**config.mk**
```make
export PLATFORM = sky130hd
export DESIGN_NAME = trap_sequencer
export DESIGN_NICKNAME = d
export VERILOG_FILES = /design/src/rtl/trap_sequencer.sv
export SDC_FILE = /design/constraint.sdc
export NUM_CORES = 1
export LEC_CHECK = 0
export CORE_MARGIN = 4
export CORE_UTILIZATION = 44
export DETAILED_ROUTE_END_ITERATION = 8
export PLACE_DENSITY = 0.86
export RECOVER_POWER = 50
export SETUP_SLACK_MARGIN = 0.5
export SLEW_MARGIN = 20
export SYNTH_ARGS = -nofsm -noshare
export SYNTH_HDL_FRONTEND = slang
export SYNTH_SLANG_ARGS = --single-unit
```
**constraint.sdc**
```tcl
create_clock -name clk -period 3 [get_ports clk]
set_input_delay 0.3 -clock clk [delete_from_list [all_inputs] [get_ports clk]]
set_output_delay 0.3 -clock clk [all_outputs]
set_load 0.02 [all_outputs]
```
**src/rtl/trap_sequencer.sv**
```systemverilog
// rtl/trap_sequencer.sv - machine-mode trap entry / mret sequencer.
// Owns the single CSR write port while a trap or return is in progress.
module trap_sequencer #(
  parameter int               XLEN        = 32,
  parameter logic [XLEN-1:0]  TIMER_CAUSE = 32'h8000_0007
) (
  input  logic            clk,
  input  logic            rst,
  input  logic            exc_req_i,
  input  logic [XLEN-1:0] exc_cause_i,
  input  logic [XLEN-1:0] exc_tval_i,
  input  logic            mret_i,
  input  logic            irq_pending_i,
  input  logic [XLEN-1:0] pc_i,
  input  logic [XLEN-1:0] mstatus_i,
  input  logic [XLEN-1:0] mtvec_i,
  input  logic [XLEN-1:0] mepc_i,
  output logic            stall_o,
  output logic            flush_o,
  output logic            csr_we_o,
  output logic [11:0]     csr_addr_o,
  output logic [XLEN-1:0] csr_wdata_o,
  output logic            redirect_valid_o,
  output logic [XLEN-1:0] redirect_pc_o,
  output logic            trap_taken_o,
  output logic            busy_o
);

  typedef enum logic [2:0] {
    IDLE, SAVE_EPC, SAVE_CAUSE, SAVE_TVAL, SET_STATUS, TRAP_JUMP, RET_STATUS, RET_JUMP
  } state_e;

  localparam logic [XLEN-1:0] ALIGN_MASK = ~XLEN'(3);

  state_e          state_q, state_d;
  logic [XLEN-1:0] pc_q, pc_d;
  logic [XLEN-1:0] cause_q, cause_d;
  logic [XLEN-1:0] tval_q, tval_d;
  logic            is_irq_q, is_irq_d;

  logic            irq_take;
  logic            accept;
  logic [XLEN-1:0] trap_base;
  logic [XLEN-1:0] vec_off;
  logic [XLEN-1:0] status_trap;
  logic [XLEN-1:0] status_ret;

  always_ff @(posedge clk) begin
    if (rst) begin
      state_q  <= IDLE;
      pc_q     <= '0;
      cause_q  <= '0;
      tval_q   <= '0;
      is_irq_q <= 1'b0;
    end else begin
      state_q  <= state_d;
      pc_q     <= pc_d;
      cause_q  <= cause_d;
      tval_q   <= tval_d;
      is_irq_q <= is_irq_d;
    end
  end

  // Gating with rst keeps flush/stall quiet while reset is held.
  always_comb begin
    irq_take = irq_pending_i & mstatus_i[3];
    accept   = (state_q == IDLE) & ~rst & (exc_req_i | irq_take | mret_i);
    state_d  = state_q;
    pc_d     = pc_q;
    cause_d  = cause_q;
    tval_d   = tval_q;
    is_irq_d = is_irq_q;
    case (state_q)
      IDLE: begin
        if (exc_req_i) begin
          state_d  = SAVE_EPC;
          pc_d     = pc_i & ALIGN_MASK;
          cause_d  = exc_cause_i;
          tval_d   = exc_tval_i;
          is_irq_d = 1'b0;
        end else if (irq_take) begin
          state_d  = SAVE_EPC;
          pc_d     = pc_i & ALIGN_MASK;
          cause_d  = TIMER_CAUSE;
          tval_d   = '0;
          is_irq_d = 1'b1;
        end else if (mret_i) begin
          state_d  = RET_STATUS;
        end
      end
      SAVE_EPC:   state_d = SAVE_CAUSE;
      SAVE_CAUSE: state_d = SAVE_TVAL;
      SAVE_TVAL:  state_d = SET_STATUS;
      SET_STATUS: state_d = TRAP_JUMP;
      TRAP_JUMP:  state_d = IDLE;
      RET_STATUS: state_d = RET_JUMP;
      RET_JUMP:   state_d = IDLE;
      default:    state_d = IDLE;
    endcase
  end

  // Shifting the full cause drops bits 31:30, giving the mod-2^32 offset.
  always_comb begin
    trap_base   = mtvec_i & ALIGN_MASK;
    vec_off     = cause_q << 2;
    status_trap = mstatus_i;
    status_trap[7]     = mstatus_i[3];
    status_trap[3]     = 1'b0;
    status_trap[12:11] = 2'b11;
    status_ret  = mstatus_i;
    status_ret[3]      = mstatus_i[7];
    status_ret[7]      = 1'b1;
    status_ret[12:11]  = 2'b11;

    flush_o          = accept;
    stall_o          = accept | (state_q != IDLE);
    busy_o           = (state_q != IDLE);
    csr_we_o         = 1'b0;
    csr_addr_o       = 12'h000;
    csr_wdata_o      = '0;
    redirect_valid_o = 1'b0;
    redirect_pc_o    = '0;
    trap_taken_o     = 1'b0;
    case (state_q)
      SAVE_EPC: begin
        csr_we_o    = 1'b1;
        csr_addr_o  = 12'h341;
        csr_wdata_o = pc_q;
      end
      SAVE_CAUSE: begin
        csr_we_o    = 1'b1;
        csr_addr_o  = 12'h342;
        csr_wdata_o = cause_q;
      end
      SAVE_TVAL: begin
        csr_we_o    = 1'b1;
        csr_addr_o  = 12'h343;
        csr_wdata_o = tval_q;
      end
      SET_STATUS: begin
        csr_we_o    = 1'b1;
        csr_addr_o  = 12'h300;
        csr_wdata_o = status_trap;
      end
      TRAP_JUMP: begin
        redirect_valid_o = 1'b1;
        trap_taken_o     = 1'b1;
        redirect_pc_o    = (mtvec_i[1:0] == 2'b01 && is_irq_q) ? trap_base + vec_off : trap_base;
      end
      RET_STATUS: begin
        csr_we_o    = 1'b1;
        csr_addr_o  = 12'h300;
        csr_wdata_o = status_ret;
      end
      RET_JUMP: begin
        redirect_valid_o = 1'b1;
        redirect_pc_o    = mepc_i & ALIGN_MASK;
      end
      default: ;
    endcase
  end

endmodule

```
==> flow_summary_export.csv, run 1 <==
group,metric,value,unit
run_status,status,"finished with violations",
run_status,violations,"negative setup slack",
timing,skew,6.13,ps
synth,yosysSeqAreaShare,29.3,%
critical_path,reg2reg_setup_slack,40,ps
layout,drive_above_1_share,26.7,%
pwr,p_sw_share,35.6,%
synth,ys_ff_latch,98,
global_route,grt_pass1_wl,43200,um
synth,synth-edff-count,0,
timing,drv_slew,0,
cts,htree_num_levels,3,
global_route,grt_usage,30.6,%
critical_path,critPathLaunchType,"flip-flop",
cts,clkSinkCount,98,
critical_path,crit_required,2700,ps
layout,syn_to_final_growth,72.2,%
pwr,pwr-share-comb,45.4,%
hold_path,hold_depth,2,
timing,finalHoldViolations,0,
global_route,grt_pass1_vias,8324,
timing,fin_crit_sh,108,%
detailed_routing,drc,0,
detailed_routing,via_per_inst,5.85,
timing,maxSlewHeadroom,29.3,%
cts,worstSkewPairLatency,340,ps
hold_path,holdCritStartpoint,"pc_q[23]",
synth,dominantRegCellSynth,"dfxtp_1",
die,core.rowCount,44,
placement,gp_congestion,0.972,
synth,avgSynthCellArea,7.39,um2
layout,diodes,0,
pwr,seqPwrFrac,31.6,%
critical_path,critPathTopFamily,"compound AO/OA/AOI/OAI gates",
timing,worstMarginPinSlew,1060,ps
critical_path,crit_fanout,4,
cts,cts-root-buf,"clkbuf_16",
pwr,switchingPower,1.73,mW
detailed_routing,wl,28900,um
layout,stdcell_area,11500,um2
die,core-area,14700,um2
global_route,grt_max_degree,99,
timing,fmax,308,MHz
layout,fill_cells,992,
synth,synth_area,6700,um2
pwr,total_power,4.84,mW
critical_path,cpMaxStageDelayCell,"dfxtp_4",
critical_path,timing.rr.end,"tval_q[28]",
pwr,p_int,3.11,mW
cts,cts_tree,"built",
synth,synth_area_leaders,"dfxtp_1 (29%), a22oi_1 (9.6%), nand2_1 (7.9%)",
hold_path,hold_end,"pc_q[23]",
global_route,antenna_found_initial,1,
die,die_w,131,um
die,pin_count,279,
layout,nNetsFinal,1496,
synth,synthCells,906,
critical_path,crit_buf_inv,2,
die,initial_core_util,45.6,%
cts,numCtsBuffers,9,
layout,mostFrequentLayoutCell,"clkdlybuf4s50_1",
timing,setup_viol,20,
die,fp.dieArea,17300,um2
synth,async_flop_share,0,%
critical_path,slowest_delay,360,ps
critical_path,worstReg2RegStart,"state_q[2]",
detailed_routing,drt_iter0_drc,829,
timing,rsz0062_at_grt,"true",
placement,hpwl,21100,um
detailed_routing,post_drt_wl_per_cell,19.8,um
synth,yosys_warnings,0,
timing,whs,454,ps
critical_path,crit_arrival,2950,ps
placement,placed_cell_area,10600,um2
pwr,p_clk_share,22.9,%
layout,final_cell_mix,"clkdlybuf4s50_1 (200), buf_4 (153), nand2_1 (139)",
critical_path,worstRegToRegCells,6,
critical_path,path_cells,"ha_4 > fa_2 > a21o_1 > a21oi_2 > o21bai_2 > a31oi_4 > buf_6 > o21bai_4 > a221oi_2 > xnor2_1 > nand2_1 > a31oi_4 > buf_6",
cts,hold_buffers,0,
detailed_routing,vias,8523,
synth,synth_top_area_share,29.3,%
synth,netlist.top_cell.by_area,"dfxtp_1",
timing,setup_slack,-251,ps
pwr,power_density,420,nW/um2
flow_run,drv_cap,0,
pwr,leakage,4.91,nW
critical_path,cp-end-kind,"primary output",
hold_path,hold_path_class,"flip-flop to flip-flop",
detailed_routing,firstDrtPassIters,6,
cts,cts.path.max_buffers,2,
synth,synth_cell_type_count,65,
global_route,grt.overflow.total,0,
detailed_routing,ant_nets,0,
timing,fin_crit,3250,ps
die,die_h,131,um
cts,clkTransAtPathRegs,70,ps
pwr,ir_worst_vdd,0.343,mV
critical_path,timing_worst_setup_path_type,"flip-flop to primary output",
placement,port_buffers,263,
-- worst register-to-register path, cell delays in order, from the launching register on --
cell and delay [ps]:
dfxtp_1 450, nor3_1 310, clkbuf_1 320, and2_0 880, clkbuf_2 620, a22oi_1 200
nor2_1 120
-- cells in the mapped netlist, drive strengths merged (14+ instances only) --
cell,number
a21o,16
nor2,109
ha,29
nand2,142
o21ai,61
a22oi,86
a21oi,90
mux2,28
dfxtp,98
buf,26
nor3,14
xnor2,19
clkbuf,60
-- layout make-up --
| cell class | instances | area, um2 | area share, % |
|---|---|---|---|
| clock inverters | 5 | 37.5 | 0.326 |
| well taps | 184 | 230 | 2.00 |
| repair buffers | 430 | 3980 | 34.5 |
| inverters | 12 | 52.6 | 0.456 |
| flip-flops and latches | 98 | 1980 | 17.2 |
| clock buffers | 11 | 253 | 2.19 |
| multi-input cells | 718 | 5000 | 43.3 |
-- metal layers --
metal / GRT usage, % / vias to the layer above / routed length [um]
li1: - / 3967 / -
met1: 37.1 / 4048 / 11400
met2: 53.9 / 439 / 14100
met3: 6.92 / 67 / 2520
met4: 9.68 / 2 / 746
met5: 0 / - / 8
-- kinds of logic after synthesis --
| family | after synthesis | synth area share, % |
|---|---|---|
| AND/OR/NAND/NOR | 300 | 18.4 |
| multiplexers | 36 | 5.90 |
| flip-flops | 98 | 29.3 |
| adder cells (fa/ha/maj) | 30 | 5.72 |
| XOR/XNOR | 23 | 3.01 |
| buffers and inverters | 98 | 6.37 |
| other | 1 | 0.0560 |
| AO/OA/AOI/OAI | 320 | 31.2 |
-- sequential cells by signal (all words and copies together), names as in the netlist --
register  flops
tval_q       32
pc_q         30
state_q       3
is_irq_q      1
cause_q      32
-- how the worst max path moves through the flow --
| stage | startpoint | slack (ps) | end | cells past startpoint |
|---|---|---|---|---|
| global route | cause_q[0] | -370 | redirect_pc_o[18] | 13 |
| finish | cause_q[0] | -250 | redirect_pc_o[18] | 13 |
| floorplan | cause_q[0] | 310 | redirect_pc_o[18] | 11 |
| detailed placement | mtvec_i[2] | -770 | redirect_pc_o[28] | 13 |
| global placement | mtvec_i[2] | -760 | redirect_pc_o[28] | 13 |
| CTS | cause_q[0] | -230 | redirect_pc_o[28] | 12 |
-- timing repair --
item / CTS / global route
buffers inserted: 12 / 12
resized for setup: 208 / 75
hold endpoints to repair: 0 / 0
endpoints found under the setup margin: 67 / 47
pin swaps: 40 / 35
cloned: 0 / 0
-- through the flow --
step	utilization [%]	setup WS (ps)	setup TNS (ps)	instances
after global placement	72.0	-757	-13970	1418
after floorplan	-	313	0	914
final	78.4	-251	-2840	1458
after global routing	78.4	-372	-7690	1458
after detailed placement	72.0	-775	-14970	1418
after CTS	76.1	-235	-1850	1446
-- power by group through the flow --
stage | clock network, mW | logic, mW | registers [mW]
floorplan | 0 | 1.07 | 1.50
global placement | 0 | 1.95 | 1.55
detailed placement | 0 | 1.98 | 1.55
CTS | 1.12 | 2.09 | 1.53
global route | 1.16 | 2.34 | 1.54
finish | 1.11 | 2.20 | 1.53
No activity file was read; power rests on OpenSTA's default activity.
==> run 2, diff against run 1 <==
Settings changed: CORE_UTILIZATION 44 to 60, DONT_BUFFER_PORTS set to 1, PLACE_DENSITY 0.86 to 0.8.
==> run 2 against run 1 <==
Compared with the run above: the flow still finishes with violations (negative setup slack); via count shrank 15%; maximum frequency shrank 0.98%; sequential share of layout area grew 7.2 points; largest cell class unchanged; global-route usage grew 5.7 points; largest power group unchanged; critical path depth shrank 2; clock power shrank 15%; clock-buffer cell count is the same; core utilization shrank 3.1 points; total power shrank 16%; flip-flop and latch count is the same; non-clock buffer count shrank 324.
==> flow_summary_export.csv, run 2 (same netlist as run 1, synthesis figures left out) <==
group,metric,value,unit
run_status,status,"finished with violations",
run_status,violations,"negative setup slack",
cts,clkTransAtPathRegs,90,ps
cts,numCtsBuffers,9,
die,pin_count,279,
layout,nNetsFinal,1172,
timing,rsz0062_at_grt,"true",
die,die_h,114,um
placement,placed_cell_area,7350,um2
critical_path,timing_worst_setup_path_type,"flip-flop to primary output",
detailed_routing,via_per_inst,6.61,
global_route,antenna_found_initial,1,
cts,cts-root-buf,"clkbuf_8",
timing,fin_crit,3280,ps
pwr,leakage,3.20,nW
timing,fmax,305,MHz
pwr,ir_worst_vdd,0.467,mV
cts,cts_tree,"built",
critical_path,timing.rr.end,"tval_q[6]",
layout,diodes,0,
critical_path,critPathLaunchType,"flip-flop",
flow_run,drv_cap,0,
pwr,power_density,495,nW/um2
hold_path,hold_end,"pc_q[12]",
die,core-area,10900,um2
layout,final_cell_mix,"nand2_1 (139), nor2_1 (105), buf_4 (89)",
timing,fin_crit_sh,109,%
cts,worstSkewPairLatency,380,ps
timing,finalHoldViolations,0,
global_route,grt_max_degree,94,
detailed_routing,vias,7210,
layout,stdcell_area,8210,um2
placement,hpwl,17800,um
timing,worstMarginPinSlew,1480,ps
critical_path,worstRegToRegCells,7,
detailed_routing,post_drt_wl_per_cell,22.4,um
cts,clkSinkCount,98,
global_route,grt_usage,36.3,%
critical_path,worstReg2RegStart,"state_q[1]",
timing,setup_slack,-284,ps
layout,biggestRegsByFlops,"cause_q (32), tval_q (32), pc_q (30)",
global_route,grt.overflow.total,0,
timing,whs,56.9,ps
global_route,grt_pass1_wl,37200,um
detailed_routing,drt_iter0_drc,770,
timing,drv_slew,0,
die,fp.dieArea,12900,um2
timing,setup_viol,48,
layout,mostFrequentLayoutCell,"nand2_1",
detailed_routing,firstDrtPassIters,7,
layout,drive_above_1_share,25.9,%
placement,port_buffers,0,
critical_path,crit_arrival,2980,ps
layout,syn_to_final_growth,22.5,%
cts,cts.path.max_buffers,2,
timing,maxSlewHeadroom,1.16,%
placement,gp_congestion,0.987,
hold_path,hold_path_class,"primary input to flip-flop",
die,core.rowCount,38,
global_route,grt_pass1_vias,6822,
placement,pre_cts_slack,51.3,ps
critical_path,crit_fanout,5,
critical_path,cp-end-kind,"primary output",
detailed_routing,ant_nets,0,
hold_path,hold_depth,2,
detailed_routing,drc,0,
cts,htree_num_levels,3,
critical_path,reg2reg_setup_slack,230,ps
die,initial_core_util,61.5,%
timing,skew,12.7,ps
critical_path,crit_required,2700,ps
hold_path,holdCritStartpoint,"pc_i[12]",
die,die_w,114,um
detailed_routing,wl,24500,um
## run 2: changes by cell type in the layout (fill, tap and decap cells not counted), moves of 6 or more
cell             before  now
clkbuf_8              2   10
dfxtp_4               3    9
clkbuf_16             9    0
buf_6                30    8
buf_4               153   89
dlygate4sd2_1        16    0
clkdlybuf4s50_1     200    0
dlymetal6s2s_1       17    0
## run 2: final cells by class
type                       count  area (um2)
multi-input combinational    718        4930
tap                          140         175
clock inverter                 5        77.6
sequential                    98        2000
clock buffer                  11         141
timing repair buffer         106         828
inverter                      12        48.8
fill                         807        2680
## run 2: what timing repair did
action / 4_1_cts / 5_1_grt
endpoints found under the setup margin: 58 / 51
hold buffers: 2 / 0
endpoints found under the hold margin: 93 / 0
resized for setup: 53 / 35
setup buffers: 19 / 11
pin swaps: 32 / 29
## run 2: where the power goes
group	switching, mW	total, mW	internal, mW
Combinational	0.950	1.57	0.616
Sequential	0.122	1.55	1.42
Clock	0.457	0.947	0.490
## run 2: worst max-delay path by stage
| stage | start | end | slack [ps] | depth (start not counted) |
|---|---|---|---|---|
| 2_1_floorplan | cause_q[0] | redirect_pc_o[18] | 310 | 11 |
| 3_3_place_gp | cause_q[0] | redirect_pc_o[28] | 80 | 12 |
| 3_5_place_dp | cause_q[0] | redirect_pc_o[28] | 50 | 12 |
| 4_1_cts | cause_q[0] | redirect_pc_o[28] | -260 | 12 |
| 5_1_grt | cause_q[0] | redirect_pc_o[28] | -390 | 12 |
| 6_report | cause_q[14] | redirect_pc_o[31] | -280 | 11 |
## run 2: routing by layer
metal	wire length [um]	global-route usage, %	up-vias
met2	11300	59.1	447
met5	12	0	-
met1	9620	46.9	3375
met4	780	12.8	2
li1	-	-	3321
met3	2780	9.02	65
## run 2: critical path: stages, from the launching register on
cell,delay (ps)
dfxtp_4,370
ha_4,260
a21oi_4,190
o22ai_2,110
o41a_1,450
a211oi_4,320
buf_4,180
o31ai_4,70
nand2_1,110
o211ai_2,130
xnor2_1,160
a21oi_2,270
## run 2: stage by stage
| stage | utilization [%] | total power [mW] | setup TNS, ps | std cells |
|---|---|---|---|---|
| 2_1_floorplan | - | 2.57 | 0 | 914 |
| 4_1_cts | 73.2 | 3.96 | -2170 | 1079 |
| 6_report | 75.4 | 4.06 | -5940 | 1090 |
| 5_1_grt | 75.4 | 4.25 | -13040 | 1090 |
| 3_3_place_gp | 67.5 | 2.88 | 0 | 1042 |
| 3_5_place_dp | 67.5 | 2.92 | 0 | 1042 |
==> run 3, diff against run 2 <==
Settings changed: CTS_CLUSTER_SIZE set to 8, SLEW_MARGIN 20 to not set.
==> run 3 against run 2 <==
Compared with the run above: the run ends with max-capacitance violations, max-slew violations, negative setup slack left; highest routed layer unchanged; via count increased by 0.22%; critical endpoint unchanged; core utilization is the same; largest cell class unchanged; largest power group unchanged; total power hardly changed; flip-flop and latch count did not move.
==> flow_summary_export.csv, run 3 (same netlist as run 1, synthesis figures left out) <==
group,metric,value,unit
timing,setup_slack,-284,ps
hold_path,holdCritStartpoint,"pc_i[12]",
timing,drv_slew,29,
critical_path,crit_start,"cause_q[14]",
critical_path,crit_fanout,5,
layout,seqCellArea,2000,um2
placement,pre_cts_slack,51.3,ps
flow_run,drv_cap,1,
cts,numCtsBuffers,9,
timing,fin_tns_setup,-6280,ps
layout,fill_cells,805,
critical_path,worstReg2RegStart,"state_q[1]",
pwr,p_clk_share,23.4,%
layout,mostFrequentLayoutCell,"nand2_1",
detailed_routing,via_per_inst,6.63,
critical_path,crit_buf_inv,1,
detailed_routing,drt_iter0_drc,770,
cts,worstSkewPairLatency,380,ps
timing,worstMarginPinSlew,1500,ps
pwr,leakage,3.20,nW
layout,final_util,75.4,%
layout,syn_to_final_growth,22.5,%
die,core.rowCount,38,
critical_path,crit_arrival,2980,ps
run_status,violations,"max-capacitance violations, max-slew violations, negative setup slack",
die,fp.dieArea,12900,um2
cts,htree_num_levels,3,
critical_path,path_cells,"ha_4 > a21oi_4 > o22ai_2 > o41a_1 > a211oi_4 > buf_4 > o31ai_4 > nand2_1 > o211ai_2 > xnor2_1 > a21oi_2",
critical_path,critPathTopFamily,"compound AO/OA/AOI/OAI gates",
critical_path,crit_cells,11,
timing,fin_crit_sh,109,%
layout,biggestRegsByFlops,"cause_q (32), tval_q (32), pc_q (30)",
critical_path,slowest_delay,450,ps
timing,fin_crit,3280,ps
critical_path,timing.rr.end,"tval_q[6]",
critical_path,crit_required,2700,ps
global_route,grt_pass1_vias,6822,
die,die_w,114,um
cts,clkTransAtPathRegs,90,ps
hold_path,hold_depth,2,
timing,rsz0062_at_grt,"true",
detailed_routing,ant_nets,0,
pwr,ir_worst_vdd,0.466,mV
layout,drive_above_1_share,25.9,%
hold_path,hold_path_class,"primary input to flip-flop",
timing,maxSlewHeadroom,-0.0550,%
pwr,seqPwrFrac,38.1,%
critical_path,cp-end-kind,"primary output",
critical_path,critPathLaunchType,"flip-flop",
pwr,pwr-share-comb,38.6,%
cts,cts.path.max_buffers,2,
layout,multi_input_area,4930,um2
cts,cts_tree,"built",
critical_path,timing_worst_setup_path_type,"flip-flop to primary output",
placement,hpwl,17800,um
die,core-area,10900,um2
detailed_routing,firstDrtPassIters,5,
global_route,grt_max_degree,94,
die,pin_count,279,
detailed_routing,wl,24500,um
layout,nNetsFinal,1172,
critical_path,cpMaxStageDelayCell,"o41a_1",
run_status,status,"finished with violations",
layout,diodes,0,
hold_path,hold_end,"pc_q[12]",
critical_path,reg2reg_setup_slack,220,ps
critical_path,worstRegToRegCells,7,
detailed_routing,post_drt_wl_per_cell,22.4,um
placement,gp_congestion,0.987,
global_route,antenna_found_initial,1,
timing,fmax,304,MHz
die,die_h,114,um
detailed_routing,drc,0,
pwr,p_int,2.53,mW
cts,clkSinkCount,98,
pwr,power_density,495,nW/um2
detailed_routing,vias,7226,
timing,finalHoldViolations,0,
timing,setup_viol,48,
timing,skew,13.9,ps
cts,cts-root-buf,"clkbuf_8",
die,initial_core_util,61.5,%
pwr,p_sw_share,37.7,%
global_route,grt_usage,36.3,%
placement,port_buffers,0,
layout,final_cell_mix,"nand2_1 (139), nor2_1 (105), buf_4 (89)",
global_route,grt.overflow.total,0,
global_route,grt_pass1_wl,37200,um
pwr,switchingPower,1.53,mW
==> run 3: how the worst max path moves through the flow <==
stage | slack, ps | end
final | -280 | redirect_pc_o[31]
after global routing | -390 | redirect_pc_o[28]
after CTS | -260 | redirect_pc_o[28]
after detailed placement | 50 | redirect_pc_o[28]
after global placement | 80 | redirect_pc_o[28]
after floorplan | 310 | redirect_pc_o[18]
==> run 3: stage by stage <==
stage	instances	hold WS, ps	power (mW)	area [um2]
3_5_place_dp	1042	379	2.92	7350
4_1_cts	1079	47.2	3.96	7980
3_3_place_gp	1042	377	2.88	7350
6_report	1090	56.3	4.06	8210
5_1_grt	1090	41.8	4.25	8210
2_1_floorplan	914	434	2.57	6970
==> run 3: metal layers <==
| layer | routed length (um) | vias up | share of wire [%] | GRT usage, % |
|---|---|---|---|---|
| met5 | 12 | - | 0.049 | 0 |
| met4 | 811 | 2 | 3.3 | 12.8 |
| met3 | 2870 | 69 | 12 | 9.02 |
| met2 | 11200 | 454 | 46 | 59.1 |
| met1 | 9510 | 3383 | 39 | 46.9 |
| li1 | - | 3318 | - | - |
==> run 3: worst reg2reg max path, cell delays in order (launching register included) <==
cell and delay (ps):
dfxtp_4 420, buf_4 210, nor3_1 170, clkbuf_1 390
nand2_2 590, clkbuf_4 550, a22oi_1 250, nor2_1 80
==> run 3: power by group through the flow <==
stage	logic (mW)	clock network [mW]	registers (mW)
2_1_floorplan	1.07	0	1.50
3_3_place_gp	1.33	0	1.56
3_5_place_dp	1.36	0	1.57
4_1_cts	1.48	0.944	1.54
5_1_grt	1.69	1.01	1.56
6_report	1.57	0.950	1.55
==> run 3: timing repair <==
item,CTS,global route
pin swaps,32,29
hold buffers,2,0
gates resized for setup,53,35
hold endpoints to repair,93,0
setup endpoints to repair,58,51
setup buffers,19,11
==> run 3: area by class of cell <==
cell class              instances  share of cell area, %
well taps                     140                   2.13
clock inverters                 5                  0.945
flip-flops and latches         98                   24.4
repair buffers                106                   10.1
multi-input cells             718                   60.1
clock buffers                  11                   1.72
inverters                      12                  0.595
